<file path="src/rtl/config_loader_pkg.sv">
// Shared definitions for the tile configuration loader: tile width,
// FSM state encoding and counter-width helpers.
package config_loader_pkg;

  localparam int TILE_CONFIG_BITS = 524;

  typedef enum logic [1:0] {
    ST_IDLE  = 2'd0,
    ST_FETCH = 2'd1,
    ST_SHIFT = 2'd2,
    ST_DONE  = 2'd3
  } state_e;

  // Width of a counter that must hold every value 0..total_bits inclusive.
  function automatic int count_width(input int total_bits);
    return (total_bits < 1) ? 1 : $clog2(total_bits + 1);
  endfunction

  function automatic int index_width(input int word_width);
    return (word_width > 1) ? $clog2(word_width) : 1;
  endfunction

endpackage

</file>
<file path="src/rtl/config_word_serializer.sv">
// Parallel-in/serial-out word register: load a word, shift it out LSB-first,
// and flag the cycle that presents bit last_idx_i.
module config_word_serializer #(
  parameter int WORD_WIDTH = 32
) (
  input  logic                                                  clock,
  input  logic                                                  nreset,
  input  logic                                                  load_i,
  input  logic                                                  shift_i,
  input  logic [WORD_WIDTH-1:0]                                 word_i,
  input  logic [config_loader_pkg::index_width(WORD_WIDTH)-1:0] last_idx_i,
  output logic                                                  bit_o,
  output logic                                                  last_bit_o
);
  import config_loader_pkg::*;

  localparam int IW = index_width(WORD_WIDTH);

  logic [WORD_WIDTH-1:0] shreg_q, shreg_d;
  logic [IW-1:0]         bit_q, bit_d;

  // A load wins over a shift so the next word can follow the last bit with no bubble.
  always_comb begin
    shreg_d = shreg_q;
    bit_d   = bit_q;
    if (load_i) begin
      shreg_d = word_i;
      bit_d   = '0;
    end else if (shift_i) begin
      shreg_d = shreg_q >> 1;
      bit_d   = bit_q + 1'b1;
    end
  end

  always_ff @(posedge clock or negedge nreset) begin
    if (!nreset) begin
      shreg_q <= '0;
      bit_q   <= '0;
    end else begin
      shreg_q <= shreg_d;
      bit_q   <= bit_d;
    end
  end

  assign bit_o      = shreg_q[0];
  assign last_bit_o = (bit_q == last_idx_i);

endmodule

</file>
<file path="src/rtl/config_stream_loader.sv">
// Streams host configuration words LSB-first onto the tile configuration chain,
// stopping after TILE_COUNT*TILE_CONFIG_BITS bits.
module config_stream_loader #(
  parameter int WORD_WIDTH       = 32,
  parameter int TILE_CONFIG_BITS = config_loader_pkg::TILE_CONFIG_BITS,
  parameter int TILE_COUNT       = 1
) (
  input  logic                  clock,
  input  logic                  nreset,
  input  logic                  start,
  input  logic                  abort,
  input  logic [WORD_WIDTH-1:0] word_data,
  input  logic                  word_valid,
  output logic                  word_ready,
  output logic                  config_data,
  output logic                  config_enable,
  output logic                  busy,
  output logic                  done,
  output logic [config_loader_pkg::count_width(TILE_COUNT*TILE_CONFIG_BITS)-1:0] bits_loaded
);
  import config_loader_pkg::*;

  localparam int TOTAL_BITS = TILE_COUNT * TILE_CONFIG_BITS;
  localparam int CW         = count_width(TOTAL_BITS);
  localparam int IW         = index_width(WORD_WIDTH);
  localparam logic [CW-1:0] LAST_COUNT = CW'(TOTAL_BITS - 1);
  localparam logic [IW-1:0] LAST_IDX   = IW'(WORD_WIDTH - 1);

  state_e        state_q, state_d;
  logic [CW-1:0] count_q, count_d;
  logic          ser_load, ser_shift, ser_bit, ser_last;
  logic          ready_c, final_bit, word_last;

  config_word_serializer #(
    .WORD_WIDTH (WORD_WIDTH)
  ) u_ser (
    .clock      (clock),
    .nreset     (nreset),
    .load_i     (ser_load),
    .shift_i    (ser_shift),
    .word_i     (word_data),
    .last_idx_i (LAST_IDX),
    .bit_o      (ser_bit),
    .last_bit_o (ser_last)
  );

  // The final word may be partial: the total-bit count ends it early and the
  // unshifted upper bits are simply dropped.
  assign final_bit = (count_q == LAST_COUNT);
  assign word_last = ser_last || final_bit;

  always_comb begin
    state_d   = state_q;
    count_d   = count_q;
    ser_load  = 1'b0;
    ser_shift = 1'b0;
    ready_c   = 1'b0;
    case (state_q)
      ST_IDLE, ST_DONE: begin
        if (start) begin
          state_d = ST_FETCH;
          count_d = '0;
        end
      end
      ST_FETCH: begin
        ready_c = 1'b1;
        if (word_valid) begin
          ser_load = 1'b1;
          state_d  = ST_SHIFT;
        end
      end
      ST_SHIFT: begin
        ser_shift = 1'b1;
        count_d   = count_q + 1'b1;
        if (final_bit) begin
          state_d = ST_DONE;
        end else if (word_last) begin
          ready_c = 1'b1;
          if (word_valid) begin
            ser_load = 1'b1;
          end else begin
            state_d = ST_FETCH;
          end
        end
      end
      default: state_d = ST_IDLE;
    endcase

    // Abort overrides everything, including a coincident handshake.
    if (abort) begin
      state_d   = ST_IDLE;
      count_d   = count_q;
      ser_load  = 1'b0;
      ser_shift = 1'b0;
      ready_c   = 1'b0;
    end
  end

  always_ff @(posedge clock or negedge nreset) begin
    if (!nreset) begin
      state_q <= ST_IDLE;
      count_q <= '0;
    end else begin
      state_q <= state_d;
      count_q <= count_d;
    end
  end

  assign word_ready    = ready_c;
  assign config_data   = ser_bit;
  assign config_enable = (state_q == ST_SHIFT);
  assign busy          = (state_q == ST_FETCH) || (state_q == ST_SHIFT);
  assign done          = (state_q == ST_DONE);
  assign bits_loaded   = count_q;

endmodule

</file>
<file path="config.mk">
export PLATFORM = sky130hd
export DESIGN_NAME = config_stream_loader
export DESIGN_NICKNAME = d
export VERILOG_FILES = /design/src/rtl/config_loader_pkg.sv /design/src/rtl/config_word_serializer.sv /design/src/rtl/config_stream_loader.sv
export SDC_FILE = /design/constraint.sdc
export NUM_CORES = 1
export LEC_CHECK = 0
export CAP_MARGIN = 0
export CORE_MARGIN = 3
export CORE_UTILIZATION = 52
export DETAILED_ROUTE_END_ITERATION = 12
export PLACE_DENSITY = 0.8
export SYNTH_ARGS = -nofsm -noshare
export SYNTH_HDL_FRONTEND = slang
export SYNTH_SLANG_ARGS = --single-unit
export TNS_END_PERCENT = 10
</file>
<file path="constraint.sdc">
create_clock -name clock -period 2.4 [get_ports clock]
set_input_delay 0.48 -clock clock [delete_from_list [all_inputs] [get_ports clock]]
set_output_delay 0.48 -clock clock [all_outputs]
set_load 0.05 [all_outputs]
</file>
After elaboration in Yosys (flattened, before gate mapping)
Index checks and enable logic that the tools add are counted.
Operators by class
  reductions and logical operators: 8
  multipliers: 0
  shift-type cells: 0
  bitwise gates (word level): 1
  $lt $le $gt $ge: 0
  equal/unequal tests: 10
  divide/modulo/power cells: 0
  multiplexer cells: 24
  $add $sub $neg: 2
Operators by type and width (count)
  32-bit 2-to-1 mux: 2
  10-bit case mux with 2 select lines: 1
  2-bit 2-to-1 mux: 6
  10-bit by 1-bit adder with 10-bit output, second input constant: 1
  10-bit == test, second input constant: 1
  10-bit 2-to-1 mux: 1
  5-bit 2-to-1 mux: 2
  1-bit 2-to-1 mux: 9
  3-bit inequality test, second input constant: 2
  2-bit case mux with 3 select lines: 1
  5-bit by 1-bit adder with 5-bit output, second input constant: 1
  5-bit == test, second input constant: 1
  2-bit == test, second input constant: 2
  4-bit by 2-bit inequality test with 1-bit output, second input constant: 1
  4-bit by 3-bit inequality test with 1-bit output, second input constant: 1
  1-bit case mux with 2 select lines: 2
  4-bit AND reduction: 1
  2-bit nonzero test: 2
  3-bit AND reduction: 1
  2-bit by 1-bit == test with 1-bit output, second input constant: 1
  2-bit zero test: 1
  1-bit logical OR: 2
  2-bit inequality test, second input constant: 1
  2-bit OR reduction: 1
  1-bit inverter: 1
Storage, ports and cells
  output and inout port bits: 15
  latch bits: 0
  bits of input ports: 37
  RAM bits: 0
  memories kept: 0
  register bits: 49
  memory bits (read-only): 0

Logic depth before layout (Yosys ltp)
Gate-level depths: netlist (run 1).
  depth after elaboration: 7
  depth in mapped cells: 9

Modules after synthesis
From an unflattened synthesis (run 1), not the netlist that was laid out.
Unflattened totals
  cell total of the unflattened synthesis: 250
  area total of the unflattened synthesis: 2566.2 um2
By module, submodules not included
  config_word_serializer: sequential area each 925.9 um2, area an instance 1778.0 um2, cells an instance 165, instances 1
  config_stream_loader: sequential area each 300.3 um2, area an instance 788.3 um2, cells an instance 85, instances 1

Least setup slack after synthesis (run 1)
OpenSTA, ideal clock, no wires.
  path type: register to output
  start point: register count_q[0], in the netlist bits_loaded[0]
  end point: output word_ready
  data arrival time: 3.019 ns
  path slack: -1.099 ns
  cell stages (with the launch flop): 7
  data required time: 1.920 ns
  path through: dfrtp_1 -> ha_1 -> nor2b_1 -> and4b_1 -> buf_2 -> buf_2 -> nor4_1
Between the ends
  longest elaborated chain between the ends: 6
RTL lines
  start: declaration: RTL line config_stream_loader.sv:30  | logic [CW-1:0] count_q, count_d;
  start signal: assignment: RTL line config_stream_loader.sv:105  | count_q <= count_d;
  10-bit == test *: RTL line config_stream_loader.sv:49  | assign final_bit = (count_q == LAST_COUNT);
  1-bit logical OR: RTL line config_stream_loader.sv:50  | assign word_last = ser_last || final_bit;
  1-bit 2-to-1 mux: RTL line config_stream_loader.sv:77  | end else if (word_last) begin
  1-bit 2-to-1 mux *: RTL line config_stream_loader.sv:75  | if (final_bit) begin
  1-bit case mux with 2 select lines *: RTL line config_stream_loader.sv:58  | case (state_q)
  1-bit 2-to-1 mux *: RTL line config_stream_loader.sv:90  | if (abort) begin
  end: declaration: RTL line config_stream_loader.sv:14  | output logic word_ready,
Every way passes the cells marked *; elsewhere a longest branch is shown, timed or not.

Final worst setup path (run 1)
Ends and elaborated chain as after synthesis.

==> summary.md, run 1 <==
| Metric | Value |
|---|---|
| Critical path startpoint category | `flop` |
| Core ar. | `4850 um^2` |
| Final hold slack | `144 ps` |
| Peak Freq | `436 MHz` |
| Max-Cap Viols | `0` |
| Critical-path cell list | `ha_4 > nor2b_4 > and4b_1 > nor4_4 > buf_6` |
| Unrepaired setup endpoints after global routing | `false` |
| Synth Net Count | `302` |
| Via/cell ratio | `5.56` |
| Leak | `1.56 nW` |
| DRT antenna net count | `0` |
| Number of antenna violations at the first check in global routing | `0` |
| Fin. Hold Viols | `0` |
| Met3 WL | `286 um` |
| Routed length on met1 | `2520 um` |
| DR WL/cell | `14.5 um` |
| Post-synthesis mux area share | `0.132` |
| FP Rows | `25` |
| Final min period | `2290 ps` |
| Gr usage total | `0.192` |
| Top sig layer | `met4` |
| Post-synthesis cell type count | `33` |
| IO Count | `52` |
| # hold bufs at CTS | `0` |
| Global-route wire length before repair | `9380 um` |
| Area growth syn-to-layout | `27.0%` |
| Most common cell after layout, fill and taps aside | `clkdlybuf4s50_1` |
| Area of the multi-input gates | `1360 um^2` |
| DRT Pass-1 Iters | `4` |
| Final period util | `0.955` |
| Setup crit start | `bits_loaded[0]` |
| DRC Markers | `0` |
| Setup Skew | `7.05 ps` |
| R2R Path Start | `u_ser.bit_q[0]` |
| Largest family of logic cells by synthesized area | `simple AND/OR/NAND/NOR gates` |
| Cell area after layout | `3390 um^2` |
| Maximum number of pins on one net before global-route repair | `33` |
| FF-to-FF setup slack | `340 ps` |
| Clock sink count | `49` |
| Mapped cell area | `2670 um^2` |
| Worst setup margin | `108 ps` |
| Starting Density | `0.550` |
| Commonest cells after routing, fill and taps aside | `47 x clkdlybuf4s50_1, 46 x dfrtp_1, 34 x nor3_1, 34 x mux2i_1, 30 x a21oi_2` |
| Max incr delay on CP | `460 ps` |
| TritonCTS clock tree | `done` |
| Met2 WL | `2650 um` |
| Fraction of the mapped netlist area in adder cells | `0.0281` |
| Reg clk slew, reported paths | `80 ps` |
| Post-Synth Simple-Gate Area | `0.184` |
| DP Area | `3290 um^2` |
| Slew @ Worst Pin | `523 ps` |
| Worst slew margin | `0.651` |
| Total wire length | `5500 um` |
| Pre-CTS setup slack | `281 ps` |
| TritonCTS Buffers | `5` |
| Final setup TNS | `0 ps` |
| Xor and xnor fraction of the mapped netlist area | `0.0197` |
| Synth warn | `0` |
| Layout cell share with drive strength beyond 1 | `0.208` |
| CP Data Required Time | `1920 ps` |
| RePlAce Congestion | `0.822` |
| Die Area | `6030 um^2` |
| Cells after Synth | `259` |
| Final setup fails | `0` |
| Clock Path Buffers | `2` |
| Root Buffer | `clkbuf_8` |
| Synth Area in Compound Gates | `0.129` |
| CP Capture Type | `output port` |
| Peak supply drop | `0.000501 V` |
| Crit path kind | `flop to output port` |
| Crit-path slowest cell | `dfrtp_2` |
| Final net count | `354` |
| Vias in the first global route | `2,016` |
| FF/Latch Area | `1230 um^2` |
| Grt ovf | `0` |
| Total number of vias | `2,106` |
| Die Span Y | `77.6 um` |
| R2r endpoint | `u_ser.shreg_q[0]` |
| Clk_lat worst skew | `300 ps` |
| Max-slew violations | `0` |
| Fillers | `397` |
| Post-synthesis register bit count | `49` |
| N_diodes | `0` |
| Status | `completed` |
| Placed wire-length estimate | `3850 um` |
| First DRT Iteration DRCs | `80` |
| Syn_area_per_cell | `10.3 um^2` |
| Post-synthesis sequential area ratio | `0.459` |
| Peak fanout along the critical path | `6` |
| Maximum level of the CTS H-tree | `2` |
| FF-to-FF path depth | `8` |
| Power per cell area | `896 nW/um^2` |
| Hold Path Class | `input port to asynchronous set/reset pin` |
| DIE WIDTH | `77.6 um` |
| Final Non-Filler Cells | `379` |
| Port buffer count | `51` |
| Crit path DAT | `1810 ps` |
| Placed insts | `370` |
critical path, delay by kind of cell (launching register included):
family	cells	cell delay [ps]
buffers and inverters	1	190
AND/OR/NAND/NOR	3	670
adder cells (fa/ha/maj)	1	190
flip-flops	1	460
how the worst max path moves through the flow:
stage | depth (start not counted) | end | slack (ps)
finish | 5 | word_ready | 110
CTS | 7 | word_ready | 40
global route | 5 | word_ready | 20
floorplan | 6 | word_ready | -30
global placement | 6 | bits_loaded[9] | 300
detailed placement | 6 | bits_loaded[9] | 280
power breakdown:
part           total (mW)  internal (mW)  switching (mW)
clock               0.465          0.207           0.257
sequential           1.31           1.14           0.175
combinational        1.26          0.598           0.662
area by class of cell:
type,instances,share of cell area
multi-input combinational,187,0.401
sequential,49,0.363
timing repair buffer,63,0.182
tap,67,0.0247
clock buffer,8,0.0236
inverter,5,0.00554
synthesized netlist by cell type:
master | number | area [um^2]
mux2_2 | 1 | 11.3
a21oi_1 | 6 | 30.0
o21ai_0 | 6 | 30.0
nand2_1 | 19 | 71.3
buf_2 | 9 | 45.0
nor3_1 | 34 | 170
nor4b_2 | 1 | 15.0
nand2b_1 | 4 | 25.0
inv_1 | 5 | 18.8
nand4_1 | 3 | 18.8
buf_6 | 4 | 45.0
a21oi_2 | 30 | 263
or3_1 | 1 | 6.26
nor2_1 | 9 | 33.8
nor3b_1 | 1 | 7.51
nor4_1 | 3 | 18.8
or2_2 | 1 | 6.26
a31oi_1 | 2 | 12.5
ha_1 | 6 | 75.1
or2_1 | 1 | 6.26
xnor2_1 | 3 | 26.3
and4_1 | 1 | 8.76
nand3_1 | 7 | 35.0
clkbuf_1 | 5 | 18.8
mux2i_1 | 34 | 340
o221ai_1 | 1 | 8.76
nand3b_1 | 1 | 7.51
nor2b_1 | 4 | 25.0
and3_1 | 3 | 18.8
dfrtp_1 | 49 | 1230
or4_1 | 1 | 7.51
and4b_1 | 1 | 10.0
xor2_1 | 3 | 26.3
registers in the layout, indices dropped and copies added (netlist names):
| name | flops |
|---|---|
| u_ser.shreg_q | 32 |
| bits_loaded | 10 |
| u_ser.bit_q | 5 |
| state_q | 2 |
metal layers:
metal  global-route usage  vias up
li1                     -     1030
met1                0.250     1007
met2                0.324       63
met3               0.0452        6
met4               0.0427        0
met5                    0        -
per-stage QoR:
stage | power [mW] | util
after floorplan | 2.25 | -
after global placement | 2.53 | 0.679
final | 3.04 | 0.699
after detailed placement | 2.57 | 0.679
after global routing | 3.24 | 0.699
after CTS | 3.05 | 0.695
kinds of logic after synthesis:
group / after synthesis
adder cells (fa/ha/maj): 6
AND/OR/NAND/NOR: 95
AO/OA/AOI/OAI: 45
flip-flops: 49
buffers and inverters: 23
multiplexers: 35
XOR/XNOR: 6
what timing repair did:
action / in CTS / in global routing
hold endpoints to repair: 0 / 0
buffers inserted: 0 / 1
setup endpoints to repair: 0 / 1
resized for setup: 0 / 4
Note: power is estimated with default switching activity, not from simulation.
==> inputs of run 2 (changes only) <==
--- a/config.mk
+++ b/config.mk
@@ -5,7 +5,7 @@
 export SDC_FILE = /design/constraint.sdc
 export NUM_CORES = 1
 export LEC_CHECK = 0
-export CAP_MARGIN = 0
+export CAP_MARGIN = 40
 export CORE_MARGIN = 3
 export CORE_UTILIZATION = 52
 export DETAILED_ROUTE_END_ITERATION = 12
==> results of run 2 <==
The final DEF is identical to that of run 1; final timing and power are the same.
==> inputs of run 3 (changes only) <==
--- a/config.mk
+++ b/config.mk
@@ -6,7 +6,7 @@
 export NUM_CORES = 1
 export LEC_CHECK = 0
 export CAP_MARGIN = 40
-export CORE_MARGIN = 3
+export CORE_MARGIN = 4
 export CORE_UTILIZATION = 52
 export DETAILED_ROUTE_END_ITERATION = 12
 export PLACE_DENSITY = 0.8
==> constraint.sdc (replaced) <==
create_clock -name clock -period 2.4 [get_ports clock]
set_input_delay 0.6 -clock clock [delete_from_list [all_inputs] [get_ports clock]]
set_output_delay 0.6 -clock clock [all_outputs]
set_load 0.05 [all_outputs]
==> run 3 against run 2 <==
Net effect:
- critical path depth fell by 4
- non-clock buffer count rose by 4
- die area rose by 5.2%
- final cell count grew 1.1%
==> summary.md, run 3 (synthesis gave the netlist of run 1 again) <==
| Metric | Value |
|---|---|
| Final Non-Filler Cells | `383 (was 379)` |
| Fillers | `368 (was 397)` |
| Peak fanout along the critical path | `9 (was 6)` |
| RePlAce Congestion | `0.874 (was 0.822)` |
| Layout cell share with drive strength beyond 1 | `0.234 (was 0.208)` |
| Vias in the first global route | `2,024 (was 2,016)` |
| Clock Path Buffers | `2 (unchanged)` |
| FF/Latch Area | `1230 um^2 (unchanged)` |
| Total number of vias | `2,114 (was 2,106)` |
| Final min period | `2310 ps (was 2290 ps)` |
| Core ar. | `4850 um^2 (unchanged)` |
| Critical-path cell list | `clkdlybuf4s50_1 (was ha_4 > nor2b_4 > and4b_1 > nor4_4 > buf_6)` |
| R2R Path Start | `state_q[0] (was u_ser.bit_q[0])` |
| Total wire length | `5680 um (was 5500 um)` |
| Setup crit start | `bits_loaded[2] (was bits_loaded[0])` |
| Area growth syn-to-layout | `30.3% (was 27.0%)` |
| Logic pwr share | `0.418 (was 0.415)` |
| Maximum level of the CTS H-tree | `2 (unchanged)` |
| Grt ovf | `0 (unchanged)` |
| Unrepaired setup endpoints after global routing | `false (unchanged)` |
| Peak Freq | `432 MHz (was 436 MHz)` |
| Final period util | `0.964 (was 0.955)` |
| TritonCTS Buffers | `5 (unchanged)` |
| Setup Skew | `6.36 ps (was 7.05 ps)` |
| Reg clk slew, reported paths | `90 ps (was 80 ps)` |
| Routed length on met1 | `2570 um (was 2520 um)` |
| Global-route wire length before repair | `9160 um (was 9380 um)` |
| Max-slew violations | `0 (unchanged)` |
| DRC Markers | `0 (unchanged)` |
| IO Count | `52 (unchanged)` |
| Switching Fraction | `0.365 (was 0.361)` |
| Fin. Hold Viols | `0 (unchanged)` |
| N_diodes | `0 (unchanged)` |
| Final setup TNS | `0 ps (unchanged)` |
| Starting Density | `0.550 (unchanged)` |
| WP buf/inv | `1 (unchanged)` |
| Peak supply drop | `0.000621 V (was 0.000501 V)` |
| Area of the multi-input gates | `1400 um^2 (was 1360 um^2)` |
| Root Buffer | `clkbuf_8 (unchanged)` |
| Critical path startpoint category | `flop (unchanged)` |
| Sequential share of power | `0.427 (was 0.432)` |
| Top sig layer | `met4 (unchanged)` |
| DRT Pass-1 Iters | `4 (unchanged)` |
| Final setup fails | `0 (unchanged)` |
| DRT antenna net count | `0 (unchanged)` |
| Clock sink count | `49 (unchanged)` |
| Largest register FFs | `32 (unchanged)` |
| Met3 WL | `377 um (was 286 um)` |
| Most flops, register | `u_ser.shreg_q (unchanged)` |
| Status | `completed (unchanged)` |
| Clk_lat worst skew | `300 ps (about the same)` |
| Placed insts | `370 (unchanged)` |
| Crit path DAT | `1710 ps (was 1810 ps)` |
| Sw Pwr | `1.12 mW (was 1.09 mW)` |
| Met2 WL | `2650 um (about the same)` |
| Most common cell after layout, fill and taps aside | `clkdlybuf4s50_1 (unchanged)` |
| Internal Pwr Total | `1.95 mW (was 1.94 mW)` |
| Pre-CTS setup slack | `119 ps (was 281 ps)` |
| Commonest cells after routing, fill and taps aside | `47 x clkdlybuf4s50_1, 46 x dfrtp_1, 34 x nor3_1, 34 x mux2i_1, 30 x a21oi_2 (unchanged)` |
| Slew @ Worst Pin | `560 ps (was 523 ps)` |
| FF-to-FF setup slack | `300 ps (was 340 ps)` |
| Top delay family on crit path | `buffers and inverters (was simple AND/OR/NAND/NOR gates)` |
| Number of antenna violations at the first check in global routing | `0 (unchanged)` |
| CP Capture Type | `output port (unchanged)` |
| FP Rows | `25 (unchanged)` |
| # hold bufs at CTS | `0 (unchanged)` |
| Max incr delay on CP | `870 ps (was 460 ps)` |
| Max-Cap Viols | `0 (unchanged)` |
| Crit-path slowest cell | `clkdlybuf4s50_1 (was dfrtp_2)` |
| Cell area after layout | `3480 um^2 (was 3390 um^2)` |
| TritonCTS clock tree | `done (unchanged)` |
| CP Data Required Time | `1800 ps (was 1920 ps)` |
| Die Span Y | `79.6 um (was 77.6 um)` |
| Final hold slack | `279 ps (was 144 ps)` |
| Final core utilization | `0.717 (was 0.699)` |
| DIE WIDTH | `79.6 um (was 77.6 um)` |
| Crit path kind | `flop to output port (unchanged)` |
| Placed wire-length estimate | `4020 um (was 3850 um)` |
| Port buffer count | `51 (unchanged)` |
| Final net count | `358 (was 354)` |
| DR WL/cell | `14.8 um (was 14.5 um)` |
| Hold Path Class | `input port to asynchronous set/reset pin (unchanged)` |
| Worst setup margin | `86.9 ps (was 108 ps)` |
| Die Area | `6340 um^2 (was 6030 um^2)` |
| Maximum number of pins on one net before global-route repair | `33 (unchanged)` |
| Via/cell ratio | `5.52 (was 5.56)` |
| Worst slew margin | `0.627 (was 0.651)` |
| Clock Power Share | `0.155 (was 0.153)` |
| DP Area | `3300 um^2 (was 3290 um^2)` |
| Total chip power | `3.08 mW (was 3.04 mW)` |
| Power per cell area | `885 nW/um^2 (was 896 nW/um^2)` |
| First DRT Iteration DRCs | `133 (was 80)` |
| Gr usage total | `0.184 (was 0.192)` |
| Leak | `1.59 nW (was 1.56 nW)` |
run 3: cell count changes in the layout (fill, tap and decap cells not counted), sizes merged:
cell	previous run	this run
clkbuf	8	6
clkinvlp	0	2
buf	16	20
run 3: layer usage:
metal / vias to the layer above / GRT usage
li1: 1027 / -
met4: 0 / 0.0464
met5: - / 0
met2: 65 / 0.313
met3: 10 / 0.0463
met1: 1012 / 0.234
run 3: layout make-up:
class,count,area share
clock buffer,6,0.0209
clock inverter,2,0.00432
inverter,5,0.00540
multi-input combinational,187,0.402
sequential,49,0.354
tap,67,0.0241
timing repair buffer,67,0.190
run 3: worst paths after layout:
path                                     endpoint  depth (start not counted)
worst max-delay path               bits_loaded[2]                          1
worst min-delay path               bits_loaded[1]                          1
worst max register to register  u_ser.shreg_q[27]                          7
worst min register to register  u_ser.shreg_q[31]                          2
max in group asynchronous       u_ser.shreg_q[26]                          2
min in group clock              u_ser.shreg_q[31]                          2
run 3: power groups by stage:
stage          clock network [mW]  logic (mW)  registers (mW)
5_1_grt                     0.525        1.41            1.35
2_1_floorplan                   0       0.918            1.33
6_report                    0.477        1.29            1.32
4_1_cts                     0.489        1.27            1.31
3_5_place_dp                    0        1.24            1.33
3_3_place_gp                    0        1.21            1.32
run 3: what timing repair did:
action,in CTS,in global routing
buffers inserted,2,3
cloned,0,0
pin swaps,0,3
gates resized for setup,4,6
endpoints found under the setup margin,1,1
